### src/rtl/flag_mon_pkg.sv
// rtl/flag_mon_pkg.sv - shared state encoding for the windowed flag monitor
package flag_mon_pkg;

  typedef enum logic [2:0] {
    IDLE    = 3'd0,
    AT1     = 3'd1,
    AT0     = 3'd2,
    INVALID = 3'd3,
    STORE1  = 3'd4,
    STORE0  = 3'd5,
    ERR     = 3'd6
  } state_t;

endpackage

### src/rtl/flag_window_ch.sv
// rtl/flag_window_ch.sv - one channel: window FSM, run-length check, capture and error counter
import flag_mon_pkg::*;

module flag_window_ch #(
  parameter int MIN_LEN = 1,
  parameter int CNT_W   = 8
) (
  input  logic             clk,
  input  logic             reset,
  input  logic             i_window,
  input  logic             i_flag_in,
  input  logic             i_cnt_clr,
  output logic             o_flag_out,
  output logic             o_upd,
  output logic             o_err,
  output logic [CNT_W-1:0] o_err_cnt
);

  localparam int               LEN_W   = $clog2(MIN_LEN + 1);
  localparam logic [LEN_W-1:0] LEN_MIN = LEN_W'(MIN_LEN);
  localparam logic [CNT_W-1:0] CNT_MAX = '1;

  state_t           r_state;
  state_t           w_next;
  logic [LEN_W-1:0] r_len;
  logic [LEN_W-1:0] w_len_next;
  logic             w_match;

  assign w_match = ((r_state == AT1) == i_flag_in);

  always_comb begin
    w_next     = IDLE;
    w_len_next = r_len;
    case (r_state)
      // Single-cycle result states behave like IDLE so a new window may open immediately
      IDLE, STORE1, STORE0, ERR: begin
        if (i_window) begin
          w_next     = i_flag_in ? AT1 : AT0;
          w_len_next = LEN_W'(1);
        end
      end
      AT1, AT0: begin
        if (i_window) begin
          if (w_match) begin
            w_next = r_state;
            if (r_len < LEN_MIN) w_len_next = r_len + 1'b1;
          end else begin
            w_next = INVALID;
          end
        end else if (r_len >= LEN_MIN) begin
          w_next = (r_state == AT1) ? STORE1 : STORE0;
        end else begin
          w_next = ERR;
        end
      end
      INVALID: w_next = i_window ? INVALID : ERR;
      default: w_next = IDLE;
    endcase
  end

  always_ff @(posedge clk) begin
    if (reset) begin
      r_state    <= IDLE;
      r_len      <= '0;
      o_flag_out <= 1'b0;
      o_upd      <= 1'b0;
      o_err      <= 1'b0;
      o_err_cnt  <= '0;
    end else begin
      r_state <= w_next;
      r_len   <= w_len_next;
      o_upd   <= (w_next == STORE1) || (w_next == STORE0);
      o_err   <= (w_next == ERR);
      if (w_next == STORE1)      o_flag_out <= 1'b1;
      else if (w_next == STORE0) o_flag_out <= 1'b0;
      // Count the visible err pulse; a clear in the same cycle takes priority
      if (i_cnt_clr)                        o_err_cnt <= '0;
      else if (o_err && o_err_cnt != CNT_MAX) o_err_cnt <= o_err_cnt + 1'b1;
    end
  end

endmodule

### src/rtl/flag_window_monitor.sv
// rtl/flag_window_monitor.sv - N independent windowed flag monitors with packed outputs
import flag_mon_pkg::*;

module flag_window_monitor #(
  parameter int N_CH    = 4,
  parameter int MIN_LEN = 1,
  parameter int CNT_W   = 8
) (
  input  logic                  clk,
  input  logic                  reset,
  input  logic [N_CH-1:0]       i_window,
  input  logic [N_CH-1:0]       i_flag_in,
  input  logic                  i_cnt_clr,
  output logic [N_CH-1:0]       o_flag_out,
  output logic [N_CH-1:0]       o_upd,
  output logic [N_CH-1:0]       o_err,
  output logic [N_CH*CNT_W-1:0] o_err_cnt
);

  genvar g;
  generate
    for (g = 0; g < N_CH; g++) begin : g_ch
      flag_window_ch #(
        .MIN_LEN (MIN_LEN),
        .CNT_W   (CNT_W)
      ) u_ch (
        .clk        (clk),
        .reset      (reset),
        .i_window   (i_window[g]),
        .i_flag_in  (i_flag_in[g]),
        .i_cnt_clr  (i_cnt_clr),
        .o_flag_out (o_flag_out[g]),
        .o_upd      (o_upd[g]),
        .o_err      (o_err[g]),
        .o_err_cnt  (o_err_cnt[g*CNT_W +: CNT_W])
      );
    end
  endgenerate

endmodule

### config.mk
export PLATFORM = sky130hd
export DESIGN_NAME = flag_window_monitor
export DESIGN_NICKNAME = d
export VERILOG_FILES = /design/src/rtl/flag_mon_pkg.sv /design/src/rtl/flag_window_ch.sv /design/src/rtl/flag_window_monitor.sv
export SDC_FILE = /design/constraint.sdc
export NUM_CORES = 1
export LEC_CHECK = 0
export CAP_MARGIN = 20
export CORE_ASPECT_RATIO = 0.6
export CORE_MARGIN = 10
export CORE_UTILIZATION = 30
export DETAILED_ROUTE_END_ITERATION = 6
export GPL_ROUTABILITY_DRIVEN = 1
export GPL_TIMING_DRIVEN = 0
export REMOVE_ABC_BUFFERS = 1
export SKIP_LAST_GASP = 1
export SYNTH_ARGS = -nofsm -noshare
export SYNTH_HDL_FRONTEND = slang
export SYNTH_HIERARCHICAL = 1
export SYNTH_SLANG_ARGS = --single-unit
### constraint.sdc
create_clock -name clk -period 1.37 [get_ports clk]
set_clock_uncertainty 0.1 [all_clocks]
set_input_delay 0.137 -clock clk [delete_from_list [all_inputs] [get_ports clk]]
set_output_delay 0.137 -clock clk [all_outputs]
set_load 0.02 [all_outputs]
# [Word-level counts from Yosys, hierarchy flattened]
# Cells that the tools add are included.
[totals] mem_count=0 latch_bits=0 mem_bits_ro=0 reg_bits=60 mem_bits_rw=0
[classes] order_cmp=8 bitwise_logic=0 n_div=0 n_eq_ne=60 multipliers=0 n_addsub=8 n_shift=0 mux=60 n_reduce_logical=33
[op_table] cell="== test 3 bit, second input constant" count=24
[op_table] cell="2-to-1 mux 3 bit" count=20
[op_table] cell="case mux 3 bit (3 select lines)" count=4
[op_table] cell="adder 8 x 1 -> 8 bit, second input constant" count=4
[op_table] cell="!= test 8 bit, second input constant" count=4
[op_table] cell="2-to-1 mux 1 bit" count=28
[op_table] cell="== test 3 x 2 -> 1 bit, second input constant" count=8
[op_table] cell="AND reduction 5 bit" count=4
[op_table] cell="!= test 2 x 1 -> 1 bit, second input constant" count=8
[op_table] cell="!= test 2 bit, second input constant" count=8
[op_table] cell="nonzero test 2 bit" count=8
[op_table] cell="OR reduction 4 bit" count=4
[op_table] cell="== test 3 x 1 -> 1 bit, second input constant" count=4
[op_table] cell="zero test 3 bit" count=4
[op_table] cell="OR reduction 2 bit" count=5
[op_table] cell="2-to-1 mux 2 bit" count=4
[op_table] cell="case mux 1 bit (2 select lines)" count=4
[op_table] cell="adder 1 bit, second input constant" count=4
[op_table] cell="== test 1 bit" count=4
[op_table] cell=">= comparator 1 bit, second input constant" count=4
[op_table] cell="logical AND 1 bit" count=4
[op_table] cell="logical OR 1 bit" count=4
[op_table] cell="< comparator 1 bit, second input constant" count=4

# [Longest topological paths before layout]
# Gate-level depths: netlist of run 1.
[depth] ltp_word=8 depth_mapped=5

# [Modules after synthesis]
# The synthesis of run 1 kept the hierarchy.
[by_module_without_submodules] module="flag_window_ch" cells_each=79 n_inst=4 area_per_inst_um2=694.4

# [Least setup slack after synthesis of run 1]
# No wires, ideal clock.
[synth_timing] kind="flip-flop to flip-flop" from="register g_ch[0].u_ch.o_err_cnt[0]" to="register g_ch[0].u_ch.o_err_cnt[1]" period_less_slack_ns=1.481 slack_ns=-0.111 setup_time_ns=0.124 stages_incl_launch_ff=6 arrival_ns=1.258 required_ns=1.146 cell_sequence="dfxtp_1 -> ha_1 -> nand3_1 -> o21ai_1 -> mux2i_1 -> nor2_1"
[synth_via] elab_chain_cells=2 elab_cells_between_ends=3 classes_between="add/sub: 1; eq/ne: 1; reduce/logical: 1"
[synth_rtl] element="start: declaration" line="flag_window_ch.sv:16" text="output logic [CNT_W-1:0] o_err_cnt"
[synth_rtl] element="start signal: assignment" line="flag_window_ch.sv:78" text="else if (o_err && o_err_cnt != CNT_MAX) o_err_cnt <= o_err_cnt + 1'b1;"
[synth_rtl] element="branches (longest 2 deep; another with adder 8 x 1 -> 8 bit)"
# Parallel ways; which one is timed is not known.
# A chain may end at the register's enable or synchronous reset.

# [Worst setup path after layout of run 1]
[layout_timing] from="register g_ch[0].u_ch.o_err_cnt[2]" to="output port o_err_cnt[2]"
[layout_rtl] element="end: declaration" line="flag_window_monitor.sv:17" text="output logic [N_CH*CNT_W-1:0] o_err_cnt"
# No word-level cell between the ends.

==> flow_summary.ini, run 1 <==
[status]
status = finished, final reports clean

[grt]
top_usage_layer = met2
grt_pass1_vias = 2211
antenna_found_initial = 0
grt_util_all_layers = 0.101
grt_pass1_wl_um = 11000
met2_usage = 0.139
met3_usage = 0.0526
grt_max_degree = 25
met1_usage = 0.131
grt.overflow.total = 0

[clocking]
root_buffer = clkbuf_16
numCtsBuffers = 9
clock-sinks = 60
clockBufferDepth = 2
path_clk_slew_ns = 0.05
clk_latency_ns = 0.33
cts_tree = built
cts_max_level = 3

[power]
p_int_w = 0.00316
clock_power_share = 0.469
combPwrFrac = 0.082
peakVddDrop_mv = 0.544
total_power_w = 0.00419
power_frac_seq = 0.449
swShare = 0.246
p_leak_nw = 1.55
powerDensity_nw_per_um2 = 1090
switchingPower_w = 0.00103

[critical_path]
criticalPathCategory = reg -> out
worstSetupStartpointType = flop
worstSetupEndpointType = output pin
critPathRequiredTime_ns = 1.13
arrival_ns = 1.10
critPathMaxFanout = 6
critPathMaxStageDelay_ns = 0.41
crit_chain = dlygate4sd2_1
crit_buf_inv = 1
critPathSlowestCell = dfxtp_1
crit_family = flip-flops

[final_layout]
fin_nets = 395
seq_area_um2 = 1270
antenna_cells = 0
area_growth_pct = 38.9
instances_no_fill = 500
fillCellCount = 928
fin_area_um2 = 3860
drive_above_1_share = 0.253
multiInputGateArea_um2 = 1610

[place]
placedInstanceArea_um2 = 3400
gp_congestion = 0.811
port_buffers = 54
place_inst = 478
dp_slack_ns = -0.773
dp_hpwl_um = 4800

[routing]
drc = 0
wl_per_cell_um = 14.0
drt_first_pass_iters = 4
first_iter_violations = 128
vias = 2499
drt_wl_total_um = 6990
vias_per_cell = 5.00
ant_nets = 0

[synthesis]
yosysSeqAreaShare = 0.432
synth_edf_count = 0
synthDistinctLibCells = 35
synthCells = 316
yosysWarnings = 6
syn_area_per_cell_um2 = 8.79
synth_seq_cells = 60
netlist_area_um2 = 2780
synthArstFlopShare = 0
synth-main-ff-cell = dfxtp_1

[timing]
drv_slew = 0
max_slew_margin = 0.653
worst_slew_pin_slew_ns = 0.520
hold_viol = 0
setup_viol_count_final = 0
period_share = 0.974
setup_slack_ns = 0.0363
max_freq_mhz = 750
finalCriticalPeriod_ns = 1.33
grt_setup_unrepaired = true

[floorplan]
ios = 55
die_x_um = 144
die_h_um = 94.5
rows = 27
fp.dieArea_um2 = 13600
coreArea_um2 = 9090
initial_utilization = 0.306

[run]
max-cap-violations = 0

[min_path]
hold_class = in -> reg
[Yosys cell counts (8+ instances only)]
master	instances	area (um2)
xor2_1	8	70.1
mux2i_1	8	80.1
xnor2_1	8	70.1
nand2_1	24	90.1
dfxtp_1	60	1200
inv_1	8	30.0
a31oi_1	8	50.1
nor3_1	8	40.0
nand3_1	8	40.0
o21ai_0	8	40.0
and3_1	12	75.1
nand4_1	8	50.1
a21oi_1	32	160
nor2_1	32	120
[cells in the final DEF, fill, tap and decap left out, drive strengths merged, types with 7 or more instances in the layout]
cell type      instances
xnor2                  8
a31oi                  8
nor2                  36
and3                  12
dlygate4sd2           26
a21oi                 32
o21ai                 12
nor3                   8
mux2i                  8
dfxtp                 60
clkbuf                16
nand2                 24
clkdlybuf4s50          7
nand3                  8
clkdlybuf4s15         13
or2                    8
inv                    8
buf                    7
xor2                   8
nand4                  8
[final timing paths]
| check | start | endpoint | slack (ns) | cells after the start |
|---|---|---|---|---|
| min reg2reg | g_ch[3].u_ch/o_err_cnt[5] | g_ch[3].u_ch/o_err_cnt[5] | 0.38 | 1 |
| max | g_ch[0].u_ch/o_err_cnt[2] | o_err_cnt[2] | 0.04 | 1 |
| max reg2reg | g_ch[0].u_ch/o_err_cnt[0] | g_ch[0].u_ch/o_err_cnt[4] | 0.05 | 5 |
| min | i_window[0] | g_ch[0].u_ch/r_state[0] | 0.16 | 4 |
[layer usage]
| layer | part of all wire | vias to the layer above |
|---|---|---|
| li1 | - | 1271 |
| met1 | 0.49 | 1158 |
| met2 | 0.42 | 59 |
| met3 | 0.072 | 11 |
| met4 | 0.013 | 0 |
| met5 | 0 | - |
[cell type report]
type	instances	area share
clock buffer	10	0.0594
clock inverter	5	0.00778
inverter	8	0.00778
multi-input combinational	240	0.417
sequential	60	0.330
tap	116	0.0376
timing repair buffer	61	0.140
[power by group through the flow]
stage | registers [W] | clock network [W] | logic, W
after floorplan | 0.00193 | 0 | 0.000193
after global placement | 0.00192 | 0 | 0.000337
after detailed placement | 0.00193 | 0 | 0.000343
after CTS | 0.00190 | 0.00204 | 0.000333
after global routing | 0.00189 | 0.00212 | 0.000389
final | 0.00188 | 0.00196 | 0.000345
[sequential cells by signal, indices dropped and copies added, names as in the netlist]
signal	flops
g_ch.u_ch/o_err	4
g_ch.u_ch/o_err_cnt	32
g_ch.u_ch/o_flag_out	4
g_ch.u_ch/o_upd	4
g_ch.u_ch/r_len	4
g_ch.u_ch/r_state	12
[worst min-delay path, stage by stage]
cell and delay [ns]:
dlymetal6s2s_1 0.18, nand2_1 0.09, a21o_1 0.10, a21oi_1 0.05
[through the flow]
stage / utilization / setup TNS [ns] / hold slack, ns
after global routing: 0.424 / -0.249 / 0.184
after detailed placement: 0.375 / -28.78 / 0.388
after floorplan: - / -1.30 / 0.106
final: 0.424 / 0 / 0.165
after global placement: 0.375 / -27.44 / 0.380
after CTS: 0.407 / -0.000661 / 0.327
[timing repair]
item                                    4_1_cts  5_1_grt
setup buffers                                 0        7
resized for setup                            84       64
hold buffers                                  0        0
endpoints found under the setup margin       89       58
pin swaps                                     2       23
[logic make-up after synthesis]
group           synth area share
mux                       0.0288
buf+inv                   0.0324
fa+ha+maj                 0.0180
xor+xnor                  0.0505
compound gates             0.191
flops                      0.432
simple gates               0.247
(Power assumes the default switching activity.)
==> inputs of run 2 (changes only) <==
--- a/config.mk
+++ b/config.mk
@@ -5,15 +5,14 @@
 export SDC_FILE = /design/constraint.sdc
 export NUM_CORES = 1
 export LEC_CHECK = 0
-export CAP_MARGIN = 20
 export CORE_ASPECT_RATIO = 0.6
-export CORE_MARGIN = 10
 export CORE_UTILIZATION = 30
 export DETAILED_ROUTE_END_ITERATION = 6
 export GPL_ROUTABILITY_DRIVEN = 1
 export GPL_TIMING_DRIVEN = 0
 export REMOVE_ABC_BUFFERS = 1
 export SKIP_LAST_GASP = 1
+export SLEW_MARGIN = 40
 export SYNTH_ARGS = -nofsm -noshare
 export SYNTH_HDL_FRONTEND = slang
 export SYNTH_HIERARCHICAL = 1
==> flow_summary.ini, run 2 (synthesis gave the netlist of run 1 again) <==
[status]
status = finished, final reports clean

[power]
clock_power_share = 0.516
power_frac_seq = 0.409
peakVddDrop_mv = 0.546
switchingPower_w = 0.00102
combPwrFrac = 0.075
p_leak_nw = 1.62
powerDensity_nw_per_um2 = 1160
p_int_w = 0.00355
swShare = 0.224

[critical_path]
crit_chain = ha_4 > and3_1 > nor3_2 > xnor2_1 > nor2_1
critPathSlowestCell = dfxtp_4
critPathMaxStageDelay_ns = 0.36
r2r_cells = 5
critPathMaxFanout = 4
critPathRequiredTime_ns = 1.48
rrSetupSlack_ns = 0.04
worstSetupEndpointType = flop
arrival_ns = 1.43
criticalPathCategory = reg -> reg
worstSetupStartpointType = flop

[final_layout]
utilization = 0.450
fillCellCount = 844
instances_no_fill = 498
top_regs = g_ch.u_ch/o_err_cnt (32), g_ch.u_ch/r_state (12)
multiInputGateArea_um2 = 1610
largest_reg_flops = 32
fin_nets = 396
area_growth_pct = 41.6
antenna_cells = 0
drive_above_1_share = 0.262
seq_area_um2 = 1290
fin_area_um2 = 3930
top_register = g_ch.u_ch/o_err_cnt
layout.cells.most_common_list = nor2_1 (32), dlygate4sd2_1 (32), a21oi_1 (28), dfxtp_1 (26), nand2_1 (24)

[timing]
period_share = 0.969
setup_slack_ns = 0.0420
finalCriticalPeriod_ns = 1.33
setup_viol_count_final = 0
max_freq_mhz = 753
hold_viol = 0
drv_slew = 0
grt_setup_unrepaired = true
worst_slew_pin_slew_ns = 0.469
max_slew_margin = 0.687

[clocking]
path_clk_slew_ns = 0.05
clock-sinks = 60
numCtsBuffers = 9
cts_max_level = 3
clk_latency_ns = 0.33
cts_tree = built
clockBufferDepth = 2
root_buffer = clkbuf_16
hold_buffers = 0

[routing]
drc = 0
first_iter_violations = 149
ant_nets = 0
drt_wl_total_um = 6650
vias = 2514
drt_first_pass_iters = 4
vias_per_cell = 5.05
wl_per_cell_um = 13.4

[grt]
grt_pass1_vias = 2343
grt.overflow.total = 0
antenna_found_initial = 0
grt_util_all_layers = 0.145
grt_pass1_wl_um = 11300
grt_max_degree = 25

[place]
gp_congestion = 0.855
port_buffers = 54
placedInstanceArea_um2 = 3390
dp_slack_ns = -0.328
place_inst = 474
dp_hpwl_um = 4400

[floorplan]
coreArea_um2 = 8750
die_x_um = 126
rows = 26
initial_utilization = 0.317
die_h_um = 76.5
fp.dieArea_um2 = 9660
ios = 55

[run]
max-cap-violations = 0

[min_path]
hold_path_depth = 2
hold_class = in -> reg
[run 2: cell count changes in the layout (fill, tap and decap cells not counted), moves of 2 or more]
| cell | delta |
|---|---|
| and3_2 | +3 |
| and3_4 | -3 |
| clkbuf_2 | -2 |
| clkbuf_8 | +4 |
| clkdlybuf4s15_1 | -3 |
| clkinv_2 | -2 |
| dfxtp_1 | -2 |
| dfxtp_2 | -3 |
| dfxtp_4 | +5 |
| dlygate4sd2_1 | +6 |
[run 2: layout make-up]
class,instances,share of cell area
clock buffers,13,0.0712
repair buffers,62,0.139
well taps,112,0.0356
multi-input cells,240,0.408
flip-flops and latches,60,0.328
clock inverters,3,0.0108
inverters,8,0.00763
[run 2: critical path: cells and delay by family (launching register included)]
family	cells	cell delay, ns
simple gates	3	0.45
fa+ha+maj	1	0.16
flops	1	0.36
xor+xnor	1	0.14
[run 2: routing by layer]
layer	vias up	routed length, um	global-route usage
met5	-	0	0
met4	0	114	0.0651
met3	13	309	0.0492
met2	49	2810	0.212
met1	1173	3420	0.193
li1	1279	-	-
[run 2: power groups by stage]
stage | logic [W] | registers (W) | clock network, W
floorplan | 0.000193 | 0.00193 | 0
global placement | 0.000335 | 0.00193 | 0
detailed placement | 0.000339 | 0.00193 | 0
CTS | 0.000329 | 0.00189 | 0.00244
global route | 0.000385 | 0.00188 | 0.00252
finish | 0.000342 | 0.00187 | 0.00236
[run 2: path summary, 6_finish.rpt]
check	endpoint	start
max	g_ch[2].u_ch/o_err_cnt[7]	g_ch[2].u_ch/o_err_cnt[0]
min	g_ch[0].u_ch/r_state[1]	reset
max reg2reg	g_ch[2].u_ch/o_err_cnt[7]	g_ch[2].u_ch/o_err_cnt[0]
min reg2reg	g_ch[0].u_ch/o_err_cnt[5]	g_ch[0].u_ch/o_err_cnt[5]
[run 2: timing repair]
| action | in CTS | in global routing |
|---|---|---|
| gates resized for setup | 77 | 69 |
| setup buffers | 0 | 8 |
| cloned | 0 | 0 |
| endpoints found under the setup margin | 75 | 56 |
| pin swaps | 4 | 24 |
[run 2: stage by stage]
| step | setup TNS, ns | hold WS, ns | power, W |
|---|---|---|---|
| detailed placement | -6.93 | 0.382 | 0.00227 |
| CTS | -0.0240 | 0.147 | 0.00466 |
| global placement | -30.54 | 0.377 | 0.00226 |
| finish | 0 | 0.158 | 0.00457 |
| global route | -0.285 | 0.176 | 0.00478 |
| floorplan | -1.30 | 0.106 | 0.00212 |
==> inputs of run 3 (changes only) <==
--- a/config.mk
+++ b/config.mk
@@ -8,6 +8,7 @@
 export CORE_ASPECT_RATIO = 0.6
 export CORE_UTILIZATION = 30
 export DETAILED_ROUTE_END_ITERATION = 6
+export DONT_BUFFER_PORTS = 1
 export GPL_ROUTABILITY_DRIVEN = 1
 export GPL_TIMING_DRIVEN = 0
 export REMOVE_ABC_BUFFERS = 1
@@ -15,5 +16,4 @@
 export SLEW_MARGIN = 40
 export SYNTH_ARGS = -nofsm -noshare
 export SYNTH_HDL_FRONTEND = slang
-export SYNTH_HIERARCHICAL = 1
 export SYNTH_SLANG_ARGS = --single-unit
==> flow_summary.ini, run 3 <==
[critical_path]
criticalPathCategory = reg -> reg
worstSetupStartpointType = flop
critPathLaunch = g_ch[0].u_ch.o_err_cnt[5]
critPathRequiredTime_ns = 1.47
critPathSlowestCell = dfxtp_2
rr_startpoint = g_ch[0].u_ch.o_err_cnt[5]
critPathMaxStageDelay_ns = 0.42
crit_chain = nand4_1 > o21ai_2 > xor2_1 > nor2_1
arrival_ns = 1.44
critPathMaxFanout = 6
worstSetupEndpointType = flop

[clocking]
clk_latency_ns = 0.32
path_clk_slew_ns = 0.05
cts_max_level = 3
cts_tree = built
clockBufferDepth = 2
hold_buffers = 4
root_buffer = clkbuf_16
clock-sinks = 60
numCtsBuffers = 9

[timing]
tns_ns = 0
max_slew_margin = 0.566
grt_setup_unrepaired = true
setup_viol_count_final = 0
hold_viol = 28
whs_ns = -0.222
worst_slew_pin_slew_ns = 0.650
finalCriticalPeriod_ns = 1.35
max_freq_mhz = 742
period_share = 0.983
drv_slew = 0

[run]
max-cap-violations = 0

[status]
violations = hold timing
status = finished with violations

[synthesis]
yosysWarnings = 0
netlist_area_um2 = 2830
synthCells = 342
syn_area_per_cell_um2 = 8.27
yosys.area.top_type = dfxtp_1
synthDistinctLibCells = 49
synth-main-ff-cell = dfxtp_1
synth_edf_count = 0
yosysMostFrequentCell = dfxtp_1
yosysSeqAreaShare = 0.425
synth_top_area_share = 0.425
synth_area_leaders = dfxtp_1 (42%), nor2_1 (6.8%), a21oi_1 (4.2%)
synthTopCellsByCount = dfxtp_1 (60), nor2_1 (51), nand2_1 (26)
synthArstFlopShare = 0
synth_seq_cells = 60

[min_path]
hold_class = in -> reg
hp-start = reset

[power]
p_leak_nw = 1.14
total_power_w = 0.00423
peakVddDrop_mv = 0.572
powerDensity_nw_per_um2 = 1210

[final_layout]
multiInputGateArea_um2 = 1620
area_growth_pct = 23.4
top_register = g_ch.u_ch.o_err_cnt
top_regs = g_ch.u_ch.o_err_cnt (32), g_ch.u_ch.r_state (12)
layout.cells.most_common_list = nor2_1 (49), dfxtp_4 (29), nand2_1 (26), dfxtp_1 (24), a21oi_1 (19)
instances_no_fill = 474
seq_area_um2 = 1320
antenna_cells = 0
fin_nets = 355
fillCellCount = 930
drive_above_1_share = 0.276
largest_reg_flops = 32
layout_commonest_cell = nor2_1
fin_area_um2 = 3490

[grt]
grt.overflow.total = 0
grt_util_all_layers = 0.143
grt_pass1_wl_um = 11000
grt_max_degree = 23
grt_pass1_vias = 2333
antenna_found_initial = 0

[floorplan]
fp.dieArea_um2 = 9840
coreArea_um2 = 9160
die_x_um = 127
initial_utilization = 0.309
ios = 55
die_h_um = 77.2
rows = 27

[place]
dp_hpwl_um = 4180
gp_congestion = 0.779
port_buffers = 0
placedInstanceArea_um2 = 2860
place_inst = 451

[routing]
ant_nets = 0
vias_per_cell = 5.06
drt_first_pass_iters = 4
drt_wl_total_um = 6450
drc = 0
first_iter_violations = 72
wl_per_cell_um = 13.6
vias = 2399
## run 3: changes by cell type after synthesis, sizes merged, moves of 7 or more
cell	delta
nand3	+11
buf	+13
nor2	+16
a21oi	-7
o21ai	+9
and3	-9
mux2i	-7
## run 3: logic make-up (layout without fill, tap and decap cells)
logic type | after synthesis | after routing | share of synthesized area
AOI/OAI and AO/OA | 78 | 78 | 0.172
DFF | 60 | 60 | 0.425
buffers and inverters | 34 | 36 | 0.0641
xor gates and xnor gates | 14 | 14 | 0.0433
and+or+nand+nor | 150 | 150 | 0.270
adders and majority gates | 4 | 4 | 0.0177
muxes | 2 | 2 | 0.00752
## run 3: critical path: cells and delay by family (launching register included)
| kind | cells | cell delay, ns |
|---|---|---|
| AOI/OAI and AO/OA | 1 | 0.26 |
| xor gates and xnor gates | 1 | 0.17 |
| and+or+nand+nor | 2 | 0.27 |
| DFF | 1 | 0.42 |
## run 3: final cells by class
class,count,area share
flip-flops and latches,60,0.378
clock inverters,2,0.00287
multi-input cells,248,0.464
well taps,130,0.0466
repair buffers,8,0.0201
clock buffers,13,0.0746
inverters,13,0.0140
## run 3: through the flow
step            util  setup slack, ns
2_1_floorplan      -           -0.130
3_3_place_gp   0.312           -0.307
3_5_place_dp   0.312           -0.320
4_1_cts        0.363          -0.0250
5_1_grt        0.381          -0.0552
6_report       0.381           0.0227
## run 3: path summary, 6_finish.rpt
check | to | slack [ns] | cells past startpoint
setup / recovery | g_ch[0].u_ch.o_err_cnt[0] | 0.02 | 4
hold / removal | g_ch[2].u_ch.r_state[1] | -0.22 | 1
setup reg to reg | g_ch[0].u_ch.o_err_cnt[0] | 0.02 | 4
hold reg to reg | g_ch[2].u_ch.r_len | 0.36 | 2
## run 3: power breakdown
| part | internal, W | switching (W) | leakage [nW] |
|---|---|---|---|
| clock network | 0.00130 | 0.000751 | 0.135 |
| registers | 0.00176 | 0.000116 | 0.515 |
| logic | 0.000143 | 0.000148 | 0.495 |
| total | 0.00321 | 0.00101 | 1.14 |
## run 3: repair_timing
item                                    in CTS  in global routing
endpoints found under the hold margin       28                 28
setup buffers                                1                  3
gates resized for setup                     58                 43
pin swaps                                    1                 21
endpoints found under the setup margin      30                 25
## run 3: per-layer routing
layer	global-route usage	wire, um	share of wire	vias up
li1	-	-	-	1205
met1	0.185	3200	0.50	1121
met2	0.207	2680	0.42	62
met3	0.0614	484	0.075	11
met4	0.0571	76	0.012	0
met5	0	0	0	-
